`src/rtl/dram_access_arbiter_pkg.sv`:
```
// rtl/dram_access_arbiter_pkg.sv - shared encodings for the DRAM access arbiter
// Purpose: owner encoding, FSM state type and the default burst-length field width
//          shared by dram_access_arbiter and dram_burst_counter.
// Ports:   none (package).
package dram_access_arbiter_pkg;

  localparam logic OWN_N = 1'b0;
  localparam logic OWN_H = 1'b1;

  localparam int LEN_WIDTH_DEF = 4;

  typedef enum logic [1:0] {
    IDLE    = 2'd0,
    BURST_N = 2'd1,
    BURST_H = 2'd2
  } arb_state_e;

endpackage

```
`src/rtl/dram_burst_counter.sv`:
```
// rtl/dram_burst_counter.sv - burst address sequencer and remaining-beat counter
// Purpose: loads a burst start address and length, then on every step advances
//          the address (wrapping modulo 2^AWIDTH) and counts the remaining beats down.
// Ports:
//   clk      in   clock
//   reset_i  in   synchronous active-high reset
//   load_i   in   capture addr_i/len_i as a new burst
//   step_i   in   one beat issued this cycle
//   addr_i   in   burst start address
//   len_i    in   burst beats-1
//   addr_o   out  address of the current beat
//   last_o   out  current beat is the last one of the burst
module dram_burst_counter #(
  parameter int AWIDTH    = 10,
  parameter int LEN_WIDTH = 4
) (
  input  logic                 clk,
  input  logic                 reset_i,
  input  logic                 load_i,
  input  logic                 step_i,
  input  logic [AWIDTH-1:0]    addr_i,
  input  logic [LEN_WIDTH-1:0] len_i,
  output logic [AWIDTH-1:0]    addr_o,
  output logic                 last_o
);

  logic [AWIDTH-1:0]    addr_q, addr_d;
  logic [LEN_WIDTH-1:0] remain_q, remain_d;

  always_comb begin
    addr_d   = addr_q;
    remain_d = remain_q;
    if (load_i) begin
      addr_d   = addr_i;
      remain_d = len_i;
    end else if (step_i) begin
      // Natural overflow of the AWIDTH-bit add gives the required wrap to 0.
      addr_d   = addr_q + AWIDTH'(1);
      remain_d = remain_q - LEN_WIDTH'(1);
    end
  end

  always_ff @(posedge clk) begin
    if (reset_i) begin
      addr_q   <= '0;
      remain_q <= '0;
    end else begin
      addr_q   <= addr_d;
      remain_q <= remain_d;
    end
  end

  assign addr_o = addr_q;
  assign last_o = (remain_q == '0);

endmodule

```
`src/rtl/dram_access_arbiter.sv`:
```
// rtl/dram_access_arbiter.sv - burst arbiter sharing one DRAM port between NPU and host
// Purpose: grants whole bursts to port N (NPU) or port H (host), sequences beat
//          addresses, muxes write data onto the DRAM and steers read-valid back.
//          Ties are round-robin by default; define DRAM_ARB_FIXED_PRIO_EN to make
//          port N win every tie.
// Ports:
//   clk, reset_npu                      clock, synchronous active-high reset
//   n_req/n_we/n_addr/n_len/n_wdata     NPU burst request (held until n_done)
//   n_gnt/n_rvalid/n_done               NPU beat issued / read data valid / last beat
//   h_*                                 same set for the host port
//   dram_addr/dram_we/dram_wdata        DRAM command outputs (zero outside bursts)
//   dram_rdata                          DRAM read data (1-cycle latency)
//   rdata                               dram_rdata passed through to both ports
module dram_access_arbiter
  import dram_access_arbiter_pkg::*;
#(
  parameter int AWIDTH    = 10,
  parameter int DWIDTH    = 80,
  parameter int LEN_WIDTH = LEN_WIDTH_DEF
) (
  input  logic                 clk,
  input  logic                 reset_npu,
  input  logic                 n_req,
  input  logic                 n_we,
  input  logic [AWIDTH-1:0]    n_addr,
  input  logic [LEN_WIDTH-1:0] n_len,
  input  logic [DWIDTH-1:0]    n_wdata,
  output logic                 n_gnt,
  output logic                 n_rvalid,
  output logic                 n_done,
  input  logic                 h_req,
  input  logic                 h_we,
  input  logic [AWIDTH-1:0]    h_addr,
  input  logic [LEN_WIDTH-1:0] h_len,
  input  logic [DWIDTH-1:0]    h_wdata,
  output logic                 h_gnt,
  output logic                 h_rvalid,
  output logic                 h_done,
  output logic [AWIDTH-1:0]    dram_addr,
  output logic                 dram_we,
  output logic [DWIDTH-1:0]    dram_wdata,
  input  logic [DWIDTH-1:0]    dram_rdata,
  output logic [DWIDTH-1:0]    rdata
);

  arb_state_e state_q, state_d;
  logic       we_q, we_d;
  logic       n_rv_q, h_rv_q;
  logic       pick_n;
  logic       cnt_load, cnt_step, cnt_last;
  logic [AWIDTH-1:0]    cnt_addr, ld_addr;
  logic [LEN_WIDTH-1:0] ld_len;

`ifdef DRAM_ARB_FIXED_PRIO_EN
  assign pick_n = n_req;
`else
  logic last_owner_q, last_owner_d;
  // N takes a tie only when H owned the previous burst.
  assign pick_n = n_req & (~h_req | (last_owner_q == OWN_H));
`endif

  assign ld_addr = pick_n ? n_addr : h_addr;
  assign ld_len  = pick_n ? n_len  : h_len;

  dram_burst_counter #(
    .AWIDTH   (AWIDTH),
    .LEN_WIDTH(LEN_WIDTH)
  ) u_cnt (
    .clk    (clk),
    .reset_i(reset_npu),
    .load_i (cnt_load),
    .step_i (cnt_step),
    .addr_i (ld_addr),
    .len_i  (ld_len),
    .addr_o (cnt_addr),
    .last_o (cnt_last)
  );

  always_comb begin
    state_d    = state_q;
    we_d       = we_q;
    cnt_load   = 1'b0;
    cnt_step   = 1'b0;
    n_gnt      = 1'b0;
    h_gnt      = 1'b0;
    n_done     = 1'b0;
    h_done     = 1'b0;
    dram_addr  = '0;
    dram_we    = 1'b0;
    dram_wdata = '0;
`ifndef DRAM_ARB_FIXED_PRIO_EN
    last_owner_d = last_owner_q;
`endif
    case (state_q)
      IDLE: begin
        if (pick_n) begin
          state_d  = BURST_N;
          we_d     = n_we;
          cnt_load = 1'b1;
`ifndef DRAM_ARB_FIXED_PRIO_EN
          last_owner_d = OWN_N;
`endif
        end else if (h_req) begin
          state_d  = BURST_H;
          we_d     = h_we;
          cnt_load = 1'b1;
`ifndef DRAM_ARB_FIXED_PRIO_EN
          last_owner_d = OWN_H;
`endif
        end
      end
      BURST_N: begin
        dram_addr  = cnt_addr;
        dram_we    = we_q;
        dram_wdata = n_wdata;
        n_gnt      = 1'b1;
        cnt_step   = 1'b1;
        if (cnt_last) begin
          n_done  = 1'b1;
          state_d = IDLE;
        end
      end
      BURST_H: begin
        dram_addr  = cnt_addr;
        dram_we    = we_q;
        dram_wdata = h_wdata;
        h_gnt      = 1'b1;
        cnt_step   = 1'b1;
        if (cnt_last) begin
          h_done  = 1'b1;
          state_d = IDLE;
        end
      end
      default: state_d = IDLE;
    endcase
  end

  always_ff @(posedge clk) begin
    if (reset_npu) begin
      state_q <= IDLE;
      we_q    <= 1'b0;
      n_rv_q  <= 1'b0;
      h_rv_q  <= 1'b0;
`ifndef DRAM_ARB_FIXED_PRIO_EN
      last_owner_q <= OWN_H;
`endif
    end else begin
      state_q <= state_d;
      we_q    <= we_d;
      // DRAM returns read data one cycle after the address beat.
      n_rv_q  <= n_gnt & ~we_q;
      h_rv_q  <= h_gnt & ~we_q;
`ifndef DRAM_ARB_FIXED_PRIO_EN
      last_owner_q <= last_owner_d;
`endif
    end
  end

  assign n_rvalid = n_rv_q;
  assign h_rvalid = h_rv_q;
  assign rdata    = dram_rdata;

endmodule
```
`config.mk`:
```
export PLATFORM = sky130hd
export DESIGN_NAME = dram_access_arbiter
export DESIGN_NICKNAME = d
export VERILOG_FILES = /design/src/rtl/dram_access_arbiter_pkg.sv /design/src/rtl/dram_burst_counter.sv /design/src/rtl/dram_access_arbiter.sv
export SDC_FILE = /design/constraint.sdc
export NUM_CORES = 1
export LEC_CHECK = 0
export ABC_AREA = 1
export BUFFER_PORTS_ARGS = -buffer_cell sky130_fd_sc_hd__buf_2
export CAP_MARGIN = 0
export CORE_AREA = 2 2 175 177
export DETAILED_ROUTE_END_ITERATION = 8
export DIE_AREA = 0 0 177 179
export GPL_TIMING_DRIVEN = 0
export PLACE_DENSITY = 0.43
export SLEW_MARGIN = 25
export SYNTH_ARGS = -nofsm -noshare
export SYNTH_HDL_FRONTEND = slang
export SYNTH_SLANG_ARGS = --single-unit
export TNS_END_PERCENT = 10
```
`constraint.sdc`:
```
create_clock -name clk -period 2.8 [get_ports clk]
set_clock_uncertainty 0.15 [all_clocks]
set_input_delay 0.42 -clock clk [delete_from_list [all_inputs] [get_ports clk]]
set_output_delay 0.42 -clock clk [all_outputs]
set_load 0.1 [all_outputs]
```
==> results.cfg, run 1 <==
[run]
drv_cap = 0

[route]
vias_per_cell = 3.65
drtIter0Drc = 180
via_count = 5045
ant_nets = 0
drt_drc_violations_left = 0
wl_per_cell_um = 13.6
wl_um = 18800
drt_first_pass_iters = 4

[yosys]
ys_types = 24
synth_top_area_frac = 0.292
synth_seq_area_share = 0.123
syn_avg_cell_area_um2 = 5.30
synthTopCellsByArea = nand2_1, buf_4, a21oi_1, dfxtp_1, nand3_1
synth_area_um2 = 3250
synthArstFlopShare = 0
synth_commonest_cells = nand2_1, a21oi_1, buf_4
synth-edff-count = 0
syn-num-nets = 893
yosysMostFrequentCell = nand2_1
ys_ff_latch = 20
synthCells = 614
synthFlopType = dfxtp_1
yosysTopAreaCell = nand2_1
ys_warn_count = 0

[layout]
diodes = 0
num-nets-final = 1268
seqCellArea_um2 = 400
layout-drive-gt1-share = 0.588
multi_input_area_um2 = 2840
nFillCells = 3447
finalNonFillerCells = 1384
syn_to_final_growth_pct = 111
design_area_um2 = 6880

[sta]
rsz0062_at_grt = true
setup_viol_count_final = 0
final_hold_viol_count = 0
slew_headroom = 0.632
fin_crit_ns = 2.69
tightest_slew_ns = 0.556
fin_crit_sh = 0.960
max_freq_ghz = 0.372
slew_violations = 0

[global_routing]
grt_pass1_wl_um = 26400
grt_max_degree = 12
track_usage = 0.106
antenna_found_initial = 0
grt_pass1_vias = 4867
gr-total-overflow = 0

[critical_path]
critPathLaunchType = flip-flop
crit_fanout = 10
worst_ep_arrival_time_ns = 2.12
critPathKind = flip-flop to output pin
crit_top_cell = buf_4
crit_chain = inv_1 -> ha_1 -> inv_2 -> buf_4 -> buf_6 -> a21oi_4 -> buf_4
cp_data_required_time_ns = 2.23
end_kind = output pin
max_stage_delay_ns = 0.36
cpMaxStageDelayCell = dfxtp_1
rr_worst_depth = 6

[die]
fp.dieArea_um2 = 31700
die_h_um = 179
floorplan.initialDensity = 0.108
row_count = 64
core_area_um2 = 30000
ios = 451
die_width_um = 177

[hold_path]
hold_path.class = input port to flip-flop
whs_path_depth = 3

[placement]
place_hpwl_um = 15900
routabilityCongestion = 0.754
place_area_um2 = 6530
port_buffers = 370
post-place-cells = 1380

[clock_network]
post-cts-setup-buffer-count = 0
clock-sinks = 20
cts_buffers = 3
cts_tree = built
cts.htree.levels = 1
clock-root-buffer = clkbuf_16
clock_path_buffers = 2
clkTransAtPathRegs_ns = 0.06
clock_latency_ns = 0.26

[outcome]
outcome = finished clean

[power_and_ir_drop]
power_density_nw_per_um2 = 714
leakage_nw = 3.26
max-vdd-ir-drop_v = 0.000217
total_power_mw = 4.91
==> metrics by stage <==
step                      hold slack (ns)  setup TNS [ns]  setup WS [ns]  utilization
after CTS                           0.273               0        0.00342        0.228
after floorplan                     0.294               0         0.0780            -
final                               0.273               0          0.112        0.229
after global placement              0.315          -19.76         -0.686        0.217
after detailed placement            0.335          -0.947         -0.118        0.218
after global routing                0.290          -0.416        -0.0453        0.229
==> critical path, delay by kind of cell (launching register included) <==
family	cells	cell delay, ns
DFF	1	0.36
AOI/OAI and AO/OA	1	0.07
buffers and inverters	5	1.10
adders and majority gates	1	0.31
==> final cells by class <==
type,count,area share
Multi-Input combinational cell,436,0.412
Timing Repair Buffer,370,0.301
Buffer,117,0.121
Tap cell,396,0.0720
Sequential cell,20,0.0582
Inverter,41,0.0224
Clock buffer,4,0.0129
==> worst paths after layout <==
kind	endpoint	slack [ns]	start
setup / recovery	dram_wdata[48]	0.11	state_q[0]
hold / removal	u_cnt.addr_o[0]	0.27	h_addr[0]
hold reg to reg	state_q[1]	0.34	state_q[1]
setup reg to reg	u_cnt.addr_o[5]	1.04	state_q[0]
==> what timing repair did <==
item,CTS,global route
cloned,0,0
endpoints found under the setup margin,92,83
hold buffers,0,0
resized for setup,93,26
==> cells in the final DEF, fill, tap and decap left out <==
cell type,instances
nand3b_1,1
ha_2,2
xor2_1,3
dfxtp_1,20
o21ai_0,8
a21oi_2,1
nand2_1,253
clkbuf_16,3
nor2_4,2
nor2_1,26
clkbuf_1,1
nor3_1,2
buf_6,7
a21oi_1,9
ha_1,3
nand2_2,2
clkbuf_2,14
nand2_4,2
o21ai_1,2
a21oi_4,81
inv_2,1
o211ai_1,1
buf_4,157
inv_1,40
clkbuf_4,13
nand4_1,2
buf_2,295
clkbuf_8,1
nand3_1,36
==> metal layers <==
layer / track usage / vias up / routed length, um
met2: 0.196 / 231 / 9510
met3: 0.0197 / 9 / 1510
met5: 0 / - / 0
li1: - / 2591 / -
met4: 0.0162 / 0 / 134
met1: 0.128 / 2214 / 7650
==> kinds of logic after synthesis <==
kind of cell    share of synthesized area
flops                               0.123
fa+ha+maj                          0.0192
simple gates                        0.399
xor+xnor                          0.00808
compound gates                      0.162
buf+inv                             0.288
==> power by group <==
| part | internal [mW] | switching [mW] |
|---|---|---|
| combinational | 0.917 | 3.21 |
| sequential | 0.363 | 0.0865 |
| clock | 0.218 | 0.121 |
==> registers in the layout (all words and copies together), names as in the netlist <==
signal          count
u_cnt.addr_o       10
u_cnt.remain_q      4
state_q             2
h_rvalid            1
last_owner_q        1
n_rvalid            1
we_q                1
Note: power is estimated with default switching activity, not from simulation.
==> inputs of run 2 (changes only) <==
--- a/config.mk
+++ b/config.mk
@@ -8,11 +8,13 @@
 export ABC_AREA = 1
 export BUFFER_PORTS_ARGS = -buffer_cell sky130_fd_sc_hd__buf_2
 export CAP_MARGIN = 0
-export CORE_AREA = 2 2 175 177
+export CELL_PAD_IN_SITES_DETAIL_PLACEMENT = 0
+export CELL_PAD_IN_SITES_GLOBAL_PLACEMENT = 1
+export CORE_AREA = 2 2 174 176
 export DETAILED_ROUTE_END_ITERATION = 8
-export DIE_AREA = 0 0 177 179
+export DIE_AREA = 0 0 176 178
 export GPL_TIMING_DRIVEN = 0
-export PLACE_DENSITY = 0.43
+export PLACE_DENSITY = 0.64
 export SLEW_MARGIN = 25
 export SYNTH_ARGS = -nofsm -noshare
 export SYNTH_HDL_FRONTEND = slang
==> results.cfg, run 2 (synthesized netlist as in run 1, its figures left out) <==
[outcome]
outcome = finished clean

[global_routing]
track_usage = 0.115
gr-total-overflow = 0
antenna_found_initial = 2
grt_pass1_wl_um = 27800
grt_pass1_vias = 4764
grt_max_degree = 11

[sta]
setup_viol_count_final = 0
setup_slack_ns = 0.128
final_hold_viol_count = 0
tightest_slew_ns = 0.620
whs_ns = 0.271
fin_crit_sh = 0.954
max_freq_ghz = 0.374
fin_crit_ns = 2.67
rsz0062_at_grt = false
slew_headroom = 0.587
slew_violations = 0

[clock_network]
clock_latency_ns = 0.26
clock-sinks = 20
clock-root-buffer = clkbuf_16
cts_tree = built
post-cts-setup-buffer-count = 0
cts_buffers = 3
clkTransAtPathRegs_ns = 0.06
clock_path_buffers = 2
cts.htree.levels = 1
hold_buffers = 0

[critical_path]
crit_fanout = 10
r2r_slack_ns = 1.08
worst_ep_arrival_time_ns = 2.10
r2r-end = state_q[1]
critPathLaunchType = flip-flop
rr_worst_depth = 7
critPathKind = flip-flop to output pin
cp_data_required_time_ns = 2.23
end_kind = output pin
reg2reg_from = state_q[1]

[layout]
final_common_cell = buf_2
final_cell_mix = buf_2, nand2_1, buf_4
final_util = 0.234
num-nets-final = 1268
largest_reg_flops = 10
diodes = 0
finalNonFillerCells = 1377
layout-drive-gt1-share = 0.588
syn_to_final_growth_pct = 111
nFillCells = 3371

[power_and_ir_drop]
power_density_nw_per_um2 = 714
leakage_nw = 3.26
max-vdd-ir-drop_v = 0.000211

[route]
wl_um = 19900
drt_drc_violations_left = 0
vias_per_cell = 3.67
via_count = 5048
ant_nets = 0
drtIter0Drc = 202
wl_per_cell_um = 14.5
drt_first_pass_iters = 4

[placement]
port_buffers = 370
dp_slack_ns = -0.193
routabilityCongestion = 0.774
post-place-cells = 1374
place_hpwl_um = 17200

[die]
die_h_um = 178
die_width_um = 176
fp.dieArea_um2 = 31300
core_area_um2 = 29400
floorplan.initialDensity = 0.111
ios = 451
row_count = 63

[hold_path]
whs_path_depth = 3
hold_end = u_cnt.addr_o[0]
hold_path.class = input port to flip-flop
min_from = h_addr[0]

[run]
drv_cap = 0
[run 2: worst max path at each step]
stage,startpoint,to,slack [ns],cells past startpoint
2_1_floorplan,state_q[1],dram_wdata[0],0.08,6
3_3_place_gp,state_q[0],dram_wdata[55],-0.67,7
3_5_place_dp,state_q[0],dram_wdata[55],-0.19,7
4_1_cts,state_q[0],dram_wdata[73],0.0004,7
5_1_grt,state_q[0],dram_addr[1],0.00003,7
6_report,state_q[1],dram_addr[5],0.13,7
[run 2: area by class of cell]
cell class,count,area (um2),area share
inverters,41,156,0.0227
flip-flops and latches,20,400,0.0582
repair buffers,370,2070,0.301
plain buffers,117,848,0.123
clock buffers,3,75.1,0.0109
multi-input cells,436,2840,0.413
well taps,390,488,0.0709
[run 2: through the flow]
| stage | cell area, um2 | TNS (ns) | power (mW) |
|---|---|---|---|
| 4_1_cts | 6830 | 0 | 4.95 |
| 6_report | 6880 | 0 | 4.91 |
| 5_1_grt | 6880 | 0 | 5.20 |
| 3_3_place_gp | 6520 | -18.55 | 4.51 |
| 2_1_floorplan | 4180 | 0 | 3.70 |
| 3_5_place_dp | 6530 | -1.56 | 4.50 |
[run 2: critical path, stage by stage (launching register included)]
cell and delay, ns:
dfxtp_1 0.37, inv_1 0.08, ha_1 0.33, buf_2 0.24
buf_2 0.26, nand2_1 0.07, inv_1 0.05, buf_2 0.42
[run 2: what timing repair did]
action,in CTS,in global routing
gates resized for setup,96,25
endpoints found under the setup margin,92,71
endpoints found under the hold margin,0,0
[run 2: where the power goes]
| group | internal, mW | switching [mW] | total, mW |
|---|---|---|---|
| logic | 0.929 | 3.23 | 4.16 |
| registers | 0.363 | 0.0837 | 0.447 |
| clock network | 0.189 | 0.118 | 0.307 |
| total | 1.48 | 3.43 | 4.91 |
[run 2: metal layers]
| metal | track usage | vias to the layer above | wire length, um |
|---|---|---|---|
| met1 | 0.142 | 2220 | 8180 |
| li1 | - | 2587 | - |
| met3 | 0.0194 | 15 | 1410 |
| met4 | 0.0134 | 0 | 188 |
| met5 | 0 | - | 0 |
| met2 | 0.213 | 226 | 10100 |
==> inputs of run 3 (changes only) <==
--- a/config.mk
+++ b/config.mk
@@ -14,8 +14,8 @@
 export DETAILED_ROUTE_END_ITERATION = 8
 export DIE_AREA = 0 0 176 178
 export GPL_TIMING_DRIVEN = 0
-export PLACE_DENSITY = 0.64
-export SLEW_MARGIN = 25
+export PLACE_DENSITY = 0.66
+export SLEW_MARGIN = 5
 export SYNTH_ARGS = -nofsm -noshare
 export SYNTH_HDL_FRONTEND = slang
 export SYNTH_SLANG_ARGS = --single-unit
==> constraint.sdc (replaced) <==
create_clock -name clk -period 2.2 [get_ports clk]
set_clock_uncertainty 0.15 [all_clocks]
set_input_delay 0.33 -clock clk [delete_from_list [all_inputs] [get_ports clk]]
set_output_delay 0.33 -clock clk [all_outputs]
set_load 0.1 [all_outputs]
==> results.cfg, run 3 (synthesized netlist as in run 1, its figures left out) <==
[critical_path]
r2r_slack_ns = 0.57
critPathKind = flip-flop to output pin
end_kind = output pin
worst_ep_arrival_time_ns = 1.73
crit_fanout = 7
cp_data_required_time_ns = 1.72
critPathLaunchType = flip-flop

[global_routing]
grt_max_degree = 12
track_usage = 0.118
gr-total-overflow = 0
grt_pass1_wl_um = 28600
antenna_found_initial = 0
grt_pass1_vias = 5001

[die]
floorplan.initialDensity = 0.111
die_width_um = 176
die_h_um = 178
fp.dieArea_um2 = 31300
row_count = 63
ios = 451
core_area_um2 = 29400

[clock_network]
clock-root-buffer = clkbuf_16
cts_buffers = 3
clock-sinks = 20
clkTransAtPathRegs_ns = 0.06
clock_latency_ns = 0.26
cts.htree.levels = 1
hold_buffers = 0
cts_tree = built
clock_path_buffers = 2

[placement]
routabilityCongestion = 0.802
dp_slack_ns = -1.15
place_hpwl_um = 16800
port_buffers = 370

[sta]
slew_headroom = 0.642
fin_crit_ns = 2.21
max_freq_ghz = 0.453
setup_slack_ns = -0.00901
slew_violations = 0
tightest_slew_ns = 0.537
setup_viol_count_final = 3
fin_crit_sh = 1.00
final_hold_viol_count = 0
rsz0062_at_grt = true

[layout]
final_util = 0.283
layout-drive-gt1-share = 0.603
final_common_cell = buf_2
syn_to_final_growth_pct = 156
diodes = 0
num-nets-final = 1274
final_cell_mix = buf_2, nand2_1, buf_4
largest_reg_flops = 10

[route]
ant_nets = 0
via_count = 5105
drt_first_pass_iters = 4
wl_per_cell_um = 14.5
drt_drc_violations_left = 0
vias_per_cell = 3.69
wl_um = 20000
drtIter0Drc = 225

[outcome]
violations = setup timing
outcome = finished with violations

[run]
drv_cap = 0

[power_and_ir_drop]
max-vdd-ir-drop_v = 0.000300
leakage_nw = 3.64
power_density_nw_per_um2 = 890

[hold_path]
hold_path.class = input port to flip-flop
run 3: per-layer routing:
layer,wire (um),part of all wire,global-route usage,up-vias
li1,-,-,-,2603
met1,8390,0.42,0.148,2269
met2,10300,0.51,0.219,222
met3,1160,0.058,0.0126,11
met4,220,0.011,0.0227,0
met5,0,0,0,-
run 3: where the power goes:
| part | switching, mW | internal (mW) |
|---|---|---|
| combinational | 4.33 | 2.06 |
| clock | 0.165 | 0.279 |
| sequential | 0.115 | 0.466 |
| total | 4.61 | 2.80 |
run 3: path summary, 6_finish.rpt:
kind | startpoint | to | cells after the start
min | h_addr[0] | u_cnt.addr_o[0] | 3
max reg2reg | u_cnt.remain_q[0] | state_q[0] | 9
min reg2reg | last_owner_q | last_owner_q | 2
max | state_q[0] | dram_wdata[50] | 7
run 3: cell type report:
type	count	area, um2
fill	3156	21100
timing repair buffer	376	3180
multi-input combinational	436	2880
buffer	117	1120
tap	390	488
sequential	20	408
inverter	41	161
clock buffer	4	88.8
run 3: repair_timing:
| action | in CTS | in global routing |
|---|---|---|
| pin swaps | 4 | 3 |
| setup buffers | 4 | 0 |
| gates cloned | 2 | 0 |
| gates resized for setup | 377 | 69 |
| setup endpoints to repair | 93 | 90 |
run 3: critical path: stages (launching register included):
cell and delay, ns:
dfxtp_4 0.35, inv_2 0.05, ha_4 0.30, inv_8 0.06, buf_12 0.16, buf_16 0.15, a21oi_4 0.19, buf_12 0.20
run 3: through the flow:
stage | TNS, ns | instance area [um2] | cells | power (mW) | hold WS (ns)
after floorplan | -23.18 | 4230 | 614 | 4.76 | 0.242
after global placement | -61.03 | 6570 | 1374 | 5.78 | 0.318
after detailed placement | -59.54 | 6570 | 1374 | 5.80 | 0.323
after CTS | -0.116 | 8050 | 1384 | 7.31 | 0.163
after global routing | -1.33 | 8320 | 1384 | 7.77 | 0.175
final | -0.0129 | 8320 | 1384 | 7.41 | 0.164
